<file path="config.mk">
export PLATFORM = sky130hd
export DESIGN_NAME = s_mem_arbiter
export DESIGN_NICKNAME = d
export VERILOG_FILES = /design/src/rtl/rc4_pkg.sv /design/src/rtl/s_mem_arbiter_rr_pick.sv /design/src/rtl/s_mem_arbiter.sv
export SDC_FILE = /design/constraint.sdc
export NUM_CORES = 1
export LEC_CHECK = 0
export ABC_AREA = 0
export ABC_CLOCK_PERIOD_IN_PS = 2800
export BUFFER_PORTS_ARGS = -buffer_cell sky130_fd_sc_hd__buf_4
export CAP_MARGIN = 20
export CORE_ASPECT_RATIO = 1.4
export CORE_MARGIN = 5
export CORE_UTILIZATION = 45
export DETAILED_ROUTE_END_ITERATION = 10
export PLACE_DENSITY = 0.91
export SETUP_SLACK_MARGIN = 0.05
export SYNTH_ARGS = -nofsm -noshare
export SYNTH_HDL_FRONTEND = slang
export SYNTH_SLANG_ARGS = --single-unit
</file>
<file path="constraint.sdc">
create_clock -name clk -period 2.8 [get_ports clk]
set_input_delay 0.42 -clock clk [delete_from_list [all_inputs] [get_ports clk]]
set_output_delay 0.42 -clock clk [all_outputs]
set_load 0.05 [all_outputs]
</file>
<file path="src/rtl/rc4_pkg.sv">
// Shared definitions for the RC4 s_memory arbitration slice.
//   RC4_AW / RC4_DW : default s_memory address / data widths
//   RC4_NREQ        : number of requesters sharing the memory
//   REQ_*           : requester indices (init loop, KSA swap, PRGA)
//   arb_state_e     : arbiter lock state
//   next_idx()      : round-robin successor of a requester index
package rc4_pkg;

  localparam int RC4_AW   = 8;
  localparam int RC4_DW   = 8;
  localparam int RC4_NREQ = 3;
  localparam int IDX_W    = 2;

  localparam logic [IDX_W-1:0] REQ_INIT = 2'd0;
  localparam logic [IDX_W-1:0] REQ_KSA  = 2'd1;
  localparam logic [IDX_W-1:0] REQ_PRGA = 2'd2;

  typedef enum logic {
    ST_UNLOCKED = 1'b0,
    ST_LOCKED   = 1'b1
  } arb_state_e;

  function automatic logic [IDX_W-1:0] next_idx(input logic [IDX_W-1:0] idx,
                                                input int nreq);
    if (int'(idx) >= nreq - 1) begin
      return '0;
    end
    return idx + 1'b1;
  endfunction

endpackage

</file>
<file path="src/rtl/s_mem_arbiter_rr_pick.sv">
// Combinational round-robin picker.
//   req   : candidate request vector
//   ptr   : index that has highest priority this cycle
//   gnt   : one-hot winner (zero when no candidate)
//   idx   : binary index of the winner
//   valid : at least one candidate present
module rr_pick #(
  parameter int NREQ = 3,
  parameter int IW   = 2
) (
  input  logic [NREQ-1:0] req,
  input  logic [IW-1:0]   ptr,
  output logic [NREQ-1:0] gnt,
  output logic [IW-1:0]   idx,
  output logic            valid
);

  localparam logic [NREQ-1:0] ONE = {{(NREQ-1){1'b0}}, 1'b1};

  // Doubling the vector turns the circular search into a plain shift:
  // bit k of rot is requester (ptr + k) mod NREQ.
  logic [2*NREQ-1:0] dbl;
  logic [NREQ-1:0]   rot;
  logic [IW:0]       sum;

  assign dbl = {req, req};

  always_comb begin
    gnt   = '0;
    idx   = '0;
    valid = 1'b0;
    sum   = '0;
    rot   = NREQ'(dbl >> ptr);
    for (int k = 0; k < NREQ; k++) begin
      if (!valid && rot[k]) begin
        valid = 1'b1;
        sum   = {1'b0, ptr} + (IW+1)'(k);
        if (sum >= (IW+1)'(NREQ)) begin
          sum = sum - (IW+1)'(NREQ);
        end
        idx = sum[IW-1:0];
      end
    end
    if (valid) begin
      gnt = ONE << idx;
    end
  end

endmodule

</file>
<file path="src/rtl/s_mem_arbiter.sv">
// Arbiter for the single-port RC4 s_memory shared by the init loop, the
// KSA swap engine and the PRGA. One transaction is accepted per cycle,
// registered onto the memory port, and read data is routed back to the
// issuer RD_LAT+1 cycles later. A requester can lock the memory across a
// multi-access swap sequence.
//   clk, reset          : clock, async active-high reset
//   req/req_we/req_lock : per-requester request, write flag, keep-lock flag
//   req_addr/req_wdata  : packed per-requester address / write data
//   gnt                 : one-hot accept strobe (same cycle as req)
//   rvalid/rdata        : one-hot read return pulse and shared read data
//   mem_address/mem_data/mem_wren/mem_q : memory port
//   owner/locked        : current lock owner and lock status
//
// state       | meaning
// ------------+-----------------------------------------------------------
// ST_UNLOCKED | all requesters compete, round-robin from ptr
// ST_LOCKED   | only req[owner] may be granted, others stall
module s_mem_arbiter
  import rc4_pkg::*;
#(
  parameter int NREQ   = RC4_NREQ,
  parameter int AW     = RC4_AW,
  parameter int DW     = RC4_DW,
  parameter int RD_LAT = 1
) (
  input  logic              clk,
  input  logic              reset,
  input  logic [NREQ-1:0]   req,
  input  logic [NREQ-1:0]   req_we,
  input  logic [NREQ-1:0]   req_lock,
  input  logic [NREQ*AW-1:0] req_addr,
  input  logic [NREQ*DW-1:0] req_wdata,
  output logic [NREQ-1:0]   gnt,
  output logic [NREQ-1:0]   rvalid,
  output logic [DW-1:0]     rdata,
  output logic [AW-1:0]     mem_address,
  output logic [DW-1:0]     mem_data,
  output logic              mem_wren,
  input  logic [DW-1:0]     mem_q,
  output logic [1:0]        owner,
  output logic              locked
);

  localparam int TAGS = 1 + RD_LAT;
  localparam logic [NREQ-1:0] ONE = {{(NREQ-1){1'b0}}, 1'b1};

  arb_state_e       state_q, state_d;
  logic [IDX_W-1:0] owner_q, owner_d;
  logic [IDX_W-1:0] ptr_q, ptr_d;
  logic [AW-1:0]    addr_q, addr_d;
  logic [DW-1:0]    data_q, data_d;
  logic             wren_q, wren_d;

  // Read tag pipeline: stage 0 aligns with the address on the port, the last
  // stage aligns with mem_q being valid.
  logic             tag_vld_q [TAGS];
  logic             tag_vld_d [TAGS];
  logic [IDX_W-1:0] tag_id_q  [TAGS];
  logic [IDX_W-1:0] tag_id_d  [TAGS];

  logic [NREQ-1:0]  owner_mask;
  logic [NREQ-1:0]  cand;
  logic [NREQ-1:0]  pick_oh;
  logic [IDX_W-1:0] pick_idx;
  logic             pick_any;
  logic             accept;

  logic             sel_we;
  logic             sel_lock;
  logic [AW-1:0]    sel_addr;
  logic [DW-1:0]    sel_data;

  assign owner_mask = ONE << owner_q;

  always_comb begin
    cand = req;
    if (state_q == ST_LOCKED) begin
      cand = req & owner_mask;
    end
  end

  rr_pick #(
    .NREQ (NREQ),
    .IW   (IDX_W)
  ) u_rr_pick (
    .req   (cand),
    .ptr   (ptr_q),
    .gnt   (pick_oh),
    .idx   (pick_idx),
    .valid (pick_any)
  );

  // gnt is combinational, so it must be forced low while reset is held.
  assign accept = pick_any & ~reset;
  assign gnt    = accept ? pick_oh : '0;

  always_comb begin
    sel_we   = 1'b0;
    sel_lock = 1'b0;
    sel_addr = '0;
    sel_data = '0;
    for (int i = 0; i < NREQ; i++) begin
      if (pick_oh[i]) begin
        sel_we   = req_we[i];
        sel_lock = req_lock[i];
        sel_addr = req_addr[i*AW +: AW];
        sel_data = req_wdata[i*DW +: DW];
      end
    end
  end

  always_comb begin
    state_d = state_q;
    owner_d = owner_q;
    ptr_d   = ptr_q;
    addr_d  = addr_q;
    data_d  = data_q;
    wren_d  = 1'b0;
    if (accept) begin
      addr_d = sel_addr;
      data_d = sel_data;
      wren_d = sel_we;
      if (sel_lock) begin
        state_d = ST_LOCKED;
        owner_d = pick_idx;
      end else begin
        state_d = ST_UNLOCKED;
        ptr_d   = next_idx(pick_idx, NREQ);
      end
    end
  end

  always_comb begin
    for (int k = 0; k < TAGS; k++) begin
      tag_vld_d[k] = 1'b0;
      tag_id_d[k]  = '0;
    end
    tag_vld_d[0] = accept & ~sel_we;
    tag_id_d[0]  = pick_idx;
    for (int k = 1; k < TAGS; k++) begin
      tag_vld_d[k] = tag_vld_q[k-1];
      tag_id_d[k]  = tag_id_q[k-1];
    end
  end

  always_ff @(posedge clk or posedge reset) begin
    if (reset) begin
      state_q <= ST_UNLOCKED;
      owner_q <= '0;
      ptr_q   <= '0;
      addr_q  <= '0;
      data_q  <= '0;
      wren_q  <= 1'b0;
      for (int k = 0; k < TAGS; k++) begin
        tag_vld_q[k] <= 1'b0;
        tag_id_q[k]  <= '0;
      end
    end else begin
      state_q <= state_d;
      owner_q <= owner_d;
      ptr_q   <= ptr_d;
      addr_q  <= addr_d;
      data_q  <= data_d;
      wren_q  <= wren_d;
      for (int k = 0; k < TAGS; k++) begin
        tag_vld_q[k] <= tag_vld_d[k];
        tag_id_q[k]  <= tag_id_d[k];
      end
    end
  end

  assign rvalid      = tag_vld_q[TAGS-1] ? (ONE << tag_id_q[TAGS-1]) : '0;
  assign rdata       = (|rvalid) ? mem_q : '0;
  assign mem_address = addr_q;
  assign mem_data    = data_q;
  assign mem_wren    = wren_q;
  assign owner       = owner_q;
  assign locked      = (state_q == ST_LOCKED);

endmodule

</file>
==> Word level (Yosys, flattened, before mapping) <==
Cells that the tools add are included.
{ "totals": {"input_bits": 67, "out_inout_bits": 34, "reg_bits": 28} }
{ "classes": {"bitwise_logic": 6, "add_sub_neg": 6, "reduce_logical": 7, "n_lt_le_gt_ge": 4, "mux": 33, "shift": 4} }
{ "ops": {"columns": ["cell", "n"], "rows": [
  ["$mux 8", 7],
  ["$mux 2", 8],
  ["$mux 1", 14],
  ["$mux 3", 4],
  ["$shl 1x2->3 const A", 3],
  ["$ge 3x2->1 const B", 2],
  ["$shr 6x2->3", 1],
  ["$sub 2x2->2 const B", 3],
  ["$ge 2x2->1 const B", 2],
  ["$reduce_and 2->1", 2],
  ["$add 2x1->3 const B", 1],
  ["$add 2x2->3 const B", 1],
  ["$and 3x3->3", 1],
  ["$not 1->1", 3],
  ["$reduce_or 3->1", 1],
  ["$add 2x1->2 const B", 1],
  ["$and 1x1->1", 2],
  ["$logic_and 1x1->1", 2],
  ["$logic_not 1->1", 2]
]} }

==> Depth between registers and ports, before layout <==
Gate-level depths: netlist of the first run.
{ "logic_depth": {"ltp_word": 19, "depth_mapped": 11} }

==> By module <==
From an unflattened synthesis of the first run, not the netlist that was laid out.
{ "unflattened": {"hier_cells": 183, "hier_area_um2": 1679.1} }
{ "modules_own_cells": {"columns": ["mod", "seq_area_each_um2", "area_each_um2", "cells_per_inst", "n_inst"], "rows": [
  ["s_mem_arbiter", 700.7, 1458.9, 154, 1],
  ["rr_pick", 0.0, 220.2, 29, 1]
]} }

==> Worst setup path after synthesis of the first run <==
OpenSTA, ideal clock, no wires.
{ "synth_path": {"path_type": "register to output", "from": "register owner_q[1] (netlist: owner[1])", "to": "output port gnt[0]", "path_slack_ps": -492, "arrival_ps": 2872, "path_buffers": 2, "stages_incl_launch_ff": 9, "path_cell_list": "dfrtp_1 -> or4b_4 -> o211ai_2 -> or3_1 -> and2_1 -> clkbuf_1 -> clkbuf_1 -> nand2_1 -> nor2_1"} }
{ "synth_via": {"elab_chain_len": 14} }
{ "synth_rtl": {"columns": ["item", "line_no", "source"], "rows": [
  ["start: declaration", "s_mem_arbiter.sv:48", "logic [IDX_W-1:0] owner_q, owner_d;"],
  ["start signal: assignment", "s_mem_arbiter.sv:160", "owner_q <= owner_d;"],
  ["$shl 1x2->3 (*)", "s_mem_arbiter.sv:73", "assign owner_mask = ONE << owner_q;"],
  ["$and 3x3->3 (*)", "s_mem_arbiter.sv:78", "cand = req & owner_mask;"],
  ["$mux 3 (*)", "s_mem_arbiter.sv:77", "if (state_q == ST_LOCKED) begin"],
  ["$shr 6x2->3 (*)", "s_mem_arbiter_rr_pick.sv:33", "rot = NREQ'(dbl >> ptr);"],
  ["$mux 1", "s_mem_arbiter_rr_pick.sv:35", "if (!valid && rot[k]) begin"],
  ["$logic_not 1->1", "s_mem_arbiter_rr_pick.sv:35", null],
  ["$logic_and 1x1->1", "s_mem_arbiter_rr_pick.sv:35", null],
  ["$mux 1", "s_mem_arbiter_rr_pick.sv:35", null],
  ["$logic_not 1->1", "s_mem_arbiter_rr_pick.sv:35", null],
  ["$logic_and 1x1->1", "s_mem_arbiter_rr_pick.sv:35", null],
  ["$mux 2", "s_mem_arbiter_rr_pick.sv:35", null],
  ["$shl 1x2->3", "s_mem_arbiter_rr_pick.sv:45", "gnt = ONE << idx;"],
  ["$mux 3", "s_mem_arbiter_rr_pick.sv:44", "if (valid) begin"],
  ["$mux 3 (*)", "s_mem_arbiter.sv:95", "assign gnt = accept ? pick_oh : '0;"],
  ["end: declaration", "s_mem_arbiter.sv:33", "output logic [NREQ-1:0] gnt,"]
]} }
Every way passes the cells marked *; elsewhere a longest branch is shown, timed or not.

==> Final worst setup path of the first run <==
{ "layout_path": {"from": "register owner_q[1] (netlist: owner[1])", "to": "output port gnt[2]"} }
Same word-level chain as after synthesis.

==> results of run 1 <==
final cells by class:
class	count	area, um^2	share of cell area (%)
Clock buffer	4	55.1	1.87
Multi-Input combinational cell	147	1140	38.7
Sequential cell	28	704	24.0
Tap cell	43	53.8	1.83
Timing Repair Buffer	124	946	32.2
Inverter	9	42.5	1.45
power by group:
| part | total, mW | switching (mW) | internal (mW) |
|---|---|---|---|
| sequential | 0.782 | 0.160 | 0.621 |
| clock | 0.249 | 0.124 | 0.126 |
| combinational | 3.53 | 2.11 | 1.42 |
| total | 4.56 | 2.39 | 2.17 |
worst reg2reg max path: stages, from the launching register on:
cell and delay [ns]:
dfrtp_2 0.45, or4b_4 0.57, o211a_2 0.18, nand2_1 0.13, a21oi_4 0.06, buf_4 0.14
or3b_1 0.37, mux2_4 0.30, and2_4 0.16, a22o_1 0.22
repair_timing:
item / in CTS / in global routing
gates resized for setup: 12 / 9
pin swaps: 4 / 2
endpoints found under the setup margin: 4 / 13
buffers inserted: 9 / 4
hold buffers: 0 / 0
through the flow:
stage	setup WS, ns	TNS, ns	cell area, um^2
floorplan	0.0618	0	1870
global placement	0.165	0	2710
detailed placement	0.0584	0	2710
CTS	0.0530	0	2870
global route	-0.0700	-0.240	2940
finish	-0.00671	-0.00671	2940
cell families (layout without fill, tap and decap cells):
group           Yosys count  count (layout)  synth area share (%)
simple gates             69              69                  23.0
compound gates           68              68                  28.2
flops                    28              28                  37.9
buf+inv                  20             137                  4.61
mux                       6               6                  3.52
fa+ha+maj                 4               4                  2.71
layer usage:
layer  up-vias  GRT usage (%)  wire (um)
met3        29           4.72        544
met4         0           7.78        255
met5         -              0          0
li1        971              -          -
met2       112           38.2       3250
met1       926           24.4       2220
cell usage in the layout (no fill, tap or decap), drive strengths merged, types with 2 or more instances in the layout:
cell type / count
nor2: 15
buf: 124
o211a: 2
and2: 18
nand3: 5
nand4bb: 3
and3: 8
a221o: 8
o211ai: 5
a22oi: 3
a21oi: 23
o21ai: 13
nand2: 8
nand4: 2
nand4b: 2
ha: 4
and3b: 2
mux2i: 5
inv: 8
dfrtp: 28
or3: 2
o221a: 8
clkbuf: 4
final timing paths:
path / endpoint / cells past startpoint / slack (ns) / startpoint
hold / removal: tag_vld_d[0] / 3 / 0.24 / reset
min in group clk: tag_id_q[0] / 0 / 0.35 / tag_id_d[0]
max in group asynchronous: owner[0] / 3 / 2.28 / reset
hold reg to reg: tag_id_q[0] / 0 / 0.35 / tag_id_d[0]
setup / recovery: gnt[2] / 9 / -0.007 / owner[1]
setup reg to reg: owner[0] / 9 / 0.12 / owner[1]
flip-flops by register name, summed over array words and instances (netlist names):
name,cells
mem_address,8
mem_data,8
owner,2
ptr_q,2
tag_id_d,2
tag_id_q,2
locked,1
mem_wren,1
tag_vld_d,1
tag_vld_q,1
==> metrics.md, run 1 <==
| Metric | Value |
|---|---|
| Dpl hpwl | `4.53 mm` |
| CTS root buf | `clkbuf_8` |
| Top post-synthesis cells by count | `dfrtp_1, a21oi_1, and2_1, nor2_1, o21ai_0` |
| Nets@finish | `~380` |
| RSZ-0062 raised after global routing | `yes` |
| Yosys top cell area share | `between 30% and 40%` |
| Die width | `approximately 64 um` |
| Static Leak | `1.42 nW` |
| Main synth FF type | `dfrtp_1` |
| Most frequent CP cell | `nor2_4` |
| Final period util | `100%` |
| Router iterations before antenna repair | `4` |
| Setup crit end kind | `primary output` |
| Pwr Density | `between 1500 and 2000 nW/um^2` |
| Share of layout cells above drive strength 1 | `between 50 and 60%` |
| VDD IR-drop max | `1.13 mV` |
| Seq/Total Area, Yosys | `between 30% and 40%` |
| GPL Wtd Cong | `about 0.8` |
| Failing checks | `setup timing` |
| Layout filler cell count | `270` |
| Ys async rst share | `between 90% and 100%` |
| Post-synthesis net count | `roughly 270` |
| Tot Pwr | `approximately 4.6 mW` |
| Top Ports | `~100` |
| Clk sinks | `28` |
| Netlist cell types | `between 40 and 50` |
| DR iter-0 viols | `79` |
| Worst setup SP type | `flop` |
| Count leader, synth | `dfrtp_1` |
| Cells after synthesis | `a little under 200` |
| Netlist Area Pre-Place | `1850 um^2` |
| Antenna diodes | `0` |
| CP Class | `reg -> out` |
| Max frequency | `around 0.36 GHz` |
| Clk_lat worst skew | `around 0.27 ns` |
| Placed insts | `338` |
| Hold WS | `roughly 0.24 ns` |
| Global-route wire length before repair | `9.65 mm` |
| Number of flops mapped to enable cells by yosys | `0` |
| Final hold vios | `0` |
| Post-layout util | `between 70% and 80%` |
| DR vias | `around 2000` |
| Largest net degree at the start of global routing | `30` |
| Hold Path Class | `in -> async` |
| CP required | `between 2 and 2.5 ns` |
| Status | `complete, but fails checks` |
| ANT nets after route | `0` |
| Worst-path fanout max | `6` |
| H-tree depth | `1` |
| Vias/cell | `~5.7` |
| CTS Buf Count | `3` |
| Wire per inst | `17.7 um` |
| Synth Area per Inst | `around 9.5 um^2` |
| #FFs+latches synth | `28` |
| Slew margin rel. | `62.7%` |
| CP delay by family, top | `simple AND/OR/NAND/NOR gates` |
| Largest area contributor in the netlist | `dfrtp_1` |
| I/O Buffers | `100` |
| Area of the core | `3950 um^2` |
| Finished Layout Cells | `between 300 and 400` |
| Area growth syn-to-layout | `59.1%` |
| Initial antenna violation count | `0` |
| Crit path DAT | `2.39 ns` |
| Final setup viols | `1` |
| CTS tree | `yes` |
| Max Cap Violations | `0` |
| Largest stage delay, worst path | `~0.57 ns` |
| Global-route usage over all layers | `approximately a fifth` |
| Yosys warns | `0` |
| Die Height | `roughly 86 um` |
| Initial Util | `46.7%` |
| Clock Skew | `between 0.004 and 0.005 ns` |
| Main area contributors after synthesis | `dfrtp_1, a21oi_1, o221a_2` |
| WL final | `around 6.3 mm` |
| WP buf/inv | `2` |
| Number of global-route vias before repair | `slightly above 2000` |
| Remaining DRCs | `0` |
| Crit-path cells | `or4b_4 -> o211ai_4 -> a21oi_2 -> a22oi_2 -> nor2_4 -> nor2_4 -> nand2_2 -> clkinvlp_4 -> buf_8` |
| Final max-slew violation count | `0` |
| # rows | `27` |
| Die Area | `between 5000 and 6000 um^2` |
| Maximum clock path buffer count | `2` |
| GRT Residual Overflow | `0` |
| Actual slew at the worst max-slew pin | `between 0.5 and 0.6 ns` |
| PnR worst setup slack | `-0.00671 ns` |
| CP max stage cell | `or4b_4` |
| Clock transition at path regs | `around 0.10 ns` |
| Fin crit period | `between 2 and 3 ns` |
Power figures use the tool's default switching activity.
==> run 2: changes to the inputs <==
--- a/config.mk
+++ b/config.mk
@@ -9,11 +9,13 @@
 export ABC_CLOCK_PERIOD_IN_PS = 2800
 export BUFFER_PORTS_ARGS = -buffer_cell sky130_fd_sc_hd__buf_4
 export CAP_MARGIN = 20
+export CELL_PAD_IN_SITES_DETAIL_PLACEMENT = 1
+export CELL_PAD_IN_SITES_GLOBAL_PLACEMENT = 1
 export CORE_ASPECT_RATIO = 1.4
 export CORE_MARGIN = 5
-export CORE_UTILIZATION = 45
+export CORE_UTILIZATION = 32
 export DETAILED_ROUTE_END_ITERATION = 10
-export PLACE_DENSITY = 0.91
+export PLACE_DENSITY = 0.9
 export SETUP_SLACK_MARGIN = 0.05
 export SYNTH_ARGS = -nofsm -noshare
 export SYNTH_HDL_FRONTEND = slang
==> run 2 against run 1 <==
  * The run still ends with setup timing left
  * Register-to-register slack worse by 0.07 ns
  * Fmax is 2.1% lower
  * First-iteration DRC count is 25% lower
  * Power is 7.5% higher
  * Sequential power is 1% higher
  * Hold slack worse by 0.045 ns
  * Non-clock buffer count is 5 higher
  * Count of clock-buffer cells in the layout stayed put
  * Via count is 4.3% higher
  * Critical endpoint unchanged
  * Routed wire length is 18% higher
  * Final cell count is 8.5% higher
==> metrics.md, run 2 (synthesis results as in run 1) <==
| Metric | Value |
|---|---|
| Status | `complete, but fails checks` |
| Failing checks | `setup timing` |
| Clock transition at path regs | `0.10 ns (about the same)` |
| Share of layout cells above drive strength 1 | `56.2% (+2.0 points)` |
| Area growth syn-to-layout | `66.7%` |
| VDD IR-drop max | `0.803 mV (-29%)` |
| Initial Util | `33.2% (-14 points)` |
| H-tree depth | `1 (unchanged)` |
| I/O Buffers | `100 (unchanged)` |
| Tot Pwr | `4.91 mW (+7.5%)` |
| Flop pwr share | `16.2% (-0.9 points)` |
| Vias/cell | `5.52 (-3.8%)` |
| CP Class | `reg -> out` |
| Reg2Reg Depth | `10 (+1)` |
| Number of global-route vias before repair | `2318 (+15%)` |
| Fin crit period | `2.87 ns (+0.0613 ns)` |
| ANT nets after route | `0 (unchanged)` |
| DR iter-0 viols | `59 (-25%)` |
| Clock Skew | `0.00958 ns (+0.00549 ns)` |
| Clk network pwr share | `5.2% (-0.3 points)` |
| Dpl hpwl | `5.32 mm (+17%)` |
| Logic pwr share | `78.6% (+1.2 points)` |
| Wire per inst | `19.1 um (+8.4%)` |
| Final hold vios | `0 (unchanged)` |
| Clk_lat worst skew | `0.28 ns (about the same)` |
| Pwr Density | `1590 nW/um^2 (+2.7%)` |
| Worst setup SP type | `flop` |
| Die Height | `99.9 um (+16%)` |
| Final setup viols | `1 (unchanged)` |
| CTS root buf | `clkbuf_8` |
| RSZ-0062 raised after global routing | `yes` |
| Final period util | `102% (+2.2 points)` |
| Commonest non-fill, non-tap cell in the layout | `buf_4` |
| Flop2flop setup slack | `0.05 ns (-0.07 ns)` |
| Area of the core | `5570 um^2 (+41%)` |
| CP required | `2.38 ns (about the same)` |
| Psw | `2.54 mW (+6.4%)` |
| Reg2Reg Capture Point | `mem_address[0]` |
| Hold Path Class | `in -> async` |
| Largest net degree at the start of global routing | `17 (-43%)` |
| Remaining DRCs | `0 (unchanged)` |
| Nets@finish | `389 (+1.3%)` |
| # rows | `32 (+19%)` |
| Router iterations before antenna repair | `4 (unchanged)` |
| Top Ports | `101 (unchanged)` |
| Crit path DAT | `2.45 ns (+0.06 ns)` |
| CTS Buf Count | `3 (unchanged)` |
| Global-route usage over all layers | `18.5% (-2.8 points)` |
| Die width | `74.2 um (+16%)` |
| Max frequency | `0.349 GHz (-2.1%)` |
| GPL Wtd Cong | `0.781 (-1.2%)` |
| Slew margin rel. | `54.7% (-8.0 points)` |
| PnR worst setup slack | `-0.0681 ns (-0.0613 ns)` |
| GRT Residual Overflow | `0 (unchanged)` |
| CTS tree | `yes` |
| Total internal power | `2.36 mW (+8.8%)` |
| DR vias | `2126 (+4.3%)` |
| Antenna diodes | `0 (unchanged)` |
| Global-route wire length before repair | `10.8 mm (+12%)` |
| WL final | `7.37 mm (+18%)` |
| Max Cap Violations | `0 (unchanged)` |
| Setup crit end kind | `primary output` |
| Actual slew at the worst max-slew pin | `0.673 ns (+0.119 ns)` |
| Clk sinks | `28 (unchanged)` |
| Worst r2r src | `owner[1]` |
| Switching share of power | `51.8% (-0.56 points)` |
| TNS Setup | `-0.0681 ns (-0.0613 ns)` |
| Most frequent cells in the layout | `buf_4, dfrtp_1, a21oi_1` |
| Maximum clock path buffer count | `2 (unchanged)` |
| Die Area | `7410 um^2 (+35%)` |
| Worst-path fanout max | `5 (-1)` |
| Initial antenna violation count | `0 (unchanged)` |
| Static Leak | `1.46 nW (+2.8%)` |
| Final max-slew violation count | `0 (unchanged)` |
-- run 2: stage by stage --
step | instance area [um^2] | std cells | util, % | hold slack [ns] | setup slack [ns]
floorplan | 1870 | 195 | - | 0.331 | 0.0618
global placement | 2780 | 368 | 49.9 | 0.332 | 0.114
detailed placement | 2780 | 368 | 49.9 | 0.340 | 0.0321
CTS | 3000 | 383 | 53.8 | 0.192 | 0.0185
global route | 3080 | 385 | 55.3 | 0.205 | -0.146
finish | 3080 | 385 | 55.3 | 0.195 | -0.0681
-- run 2: power groups by stage --
stage               Clock, mW  Sequential (mW)  Combinational, mW
CTS                     0.265            0.782               3.59
floorplan                   0             1.26               1.80
detailed placement          0            0.809               3.24
global placement            0            0.798               3.16
finish                  0.256            0.793               3.86
global route            0.286            0.820               4.09
-- run 2: per-layer routing --
metal  wire [um]  vias to the layer above  part of all wire, %  track usage, %
li1            -                      979                    -               -
met1        2570                     1024                   35            20.0
met2        4000                       99                   54            34.7
met3         519                       24                  7.0            3.01
met4         272                        0                  3.7            7.39
met5           0                        -                    0               0
-- run 2: critical path: stages (launching register included) --
cell and delay, ns:
dfrtp_2 0.45, or4b_4 0.58, o211ai_4 0.14, a21oi_2 0.11, a22oi_2 0.33, nor2_4 0.11
nor2_4 0.13, nand2_2 0.08, clkinvlp_4 0.10, buf_8 0.15
-- run 2: worst max-delay path by stage --
| stage | start | end | slack [ns] | cells past startpoint |
|---|---|---|---|---|
| floorplan | owner[1] | gnt[2] | 0.06 | 9 |
| global route | owner[1] | gnt[2] | -0.15 | 9 |
| detailed placement | ptr_q[0] | gnt[2] | 0.03 | 9 |
| CTS | owner[0] | gnt[2] | 0.02 | 10 |
| global placement | ptr_q[0] | mem_address[4] | 0.11 | 9 |
| finish | owner[1] | gnt[2] | -0.07 | 9 |
-- run 2: what timing repair did --
action,4_1_cts,5_1_grt
pin swaps,11,9
setup buffers,11,2
hold buffers,0,0
setup endpoints to repair,9,20
hold endpoints to repair,0,0
resized for setup,21,17
-- run 2: cell type report --
class                           instances  area [um^2]
Timing Repair Buffer                  129         1010
Sequential cell                        28          704
Clock buffer                            4         55.1
Tap cell                               68         85.1
Multi-Input combinational cell        147         1180
Inverter                                9         40.0
Fill cell                             643         2490
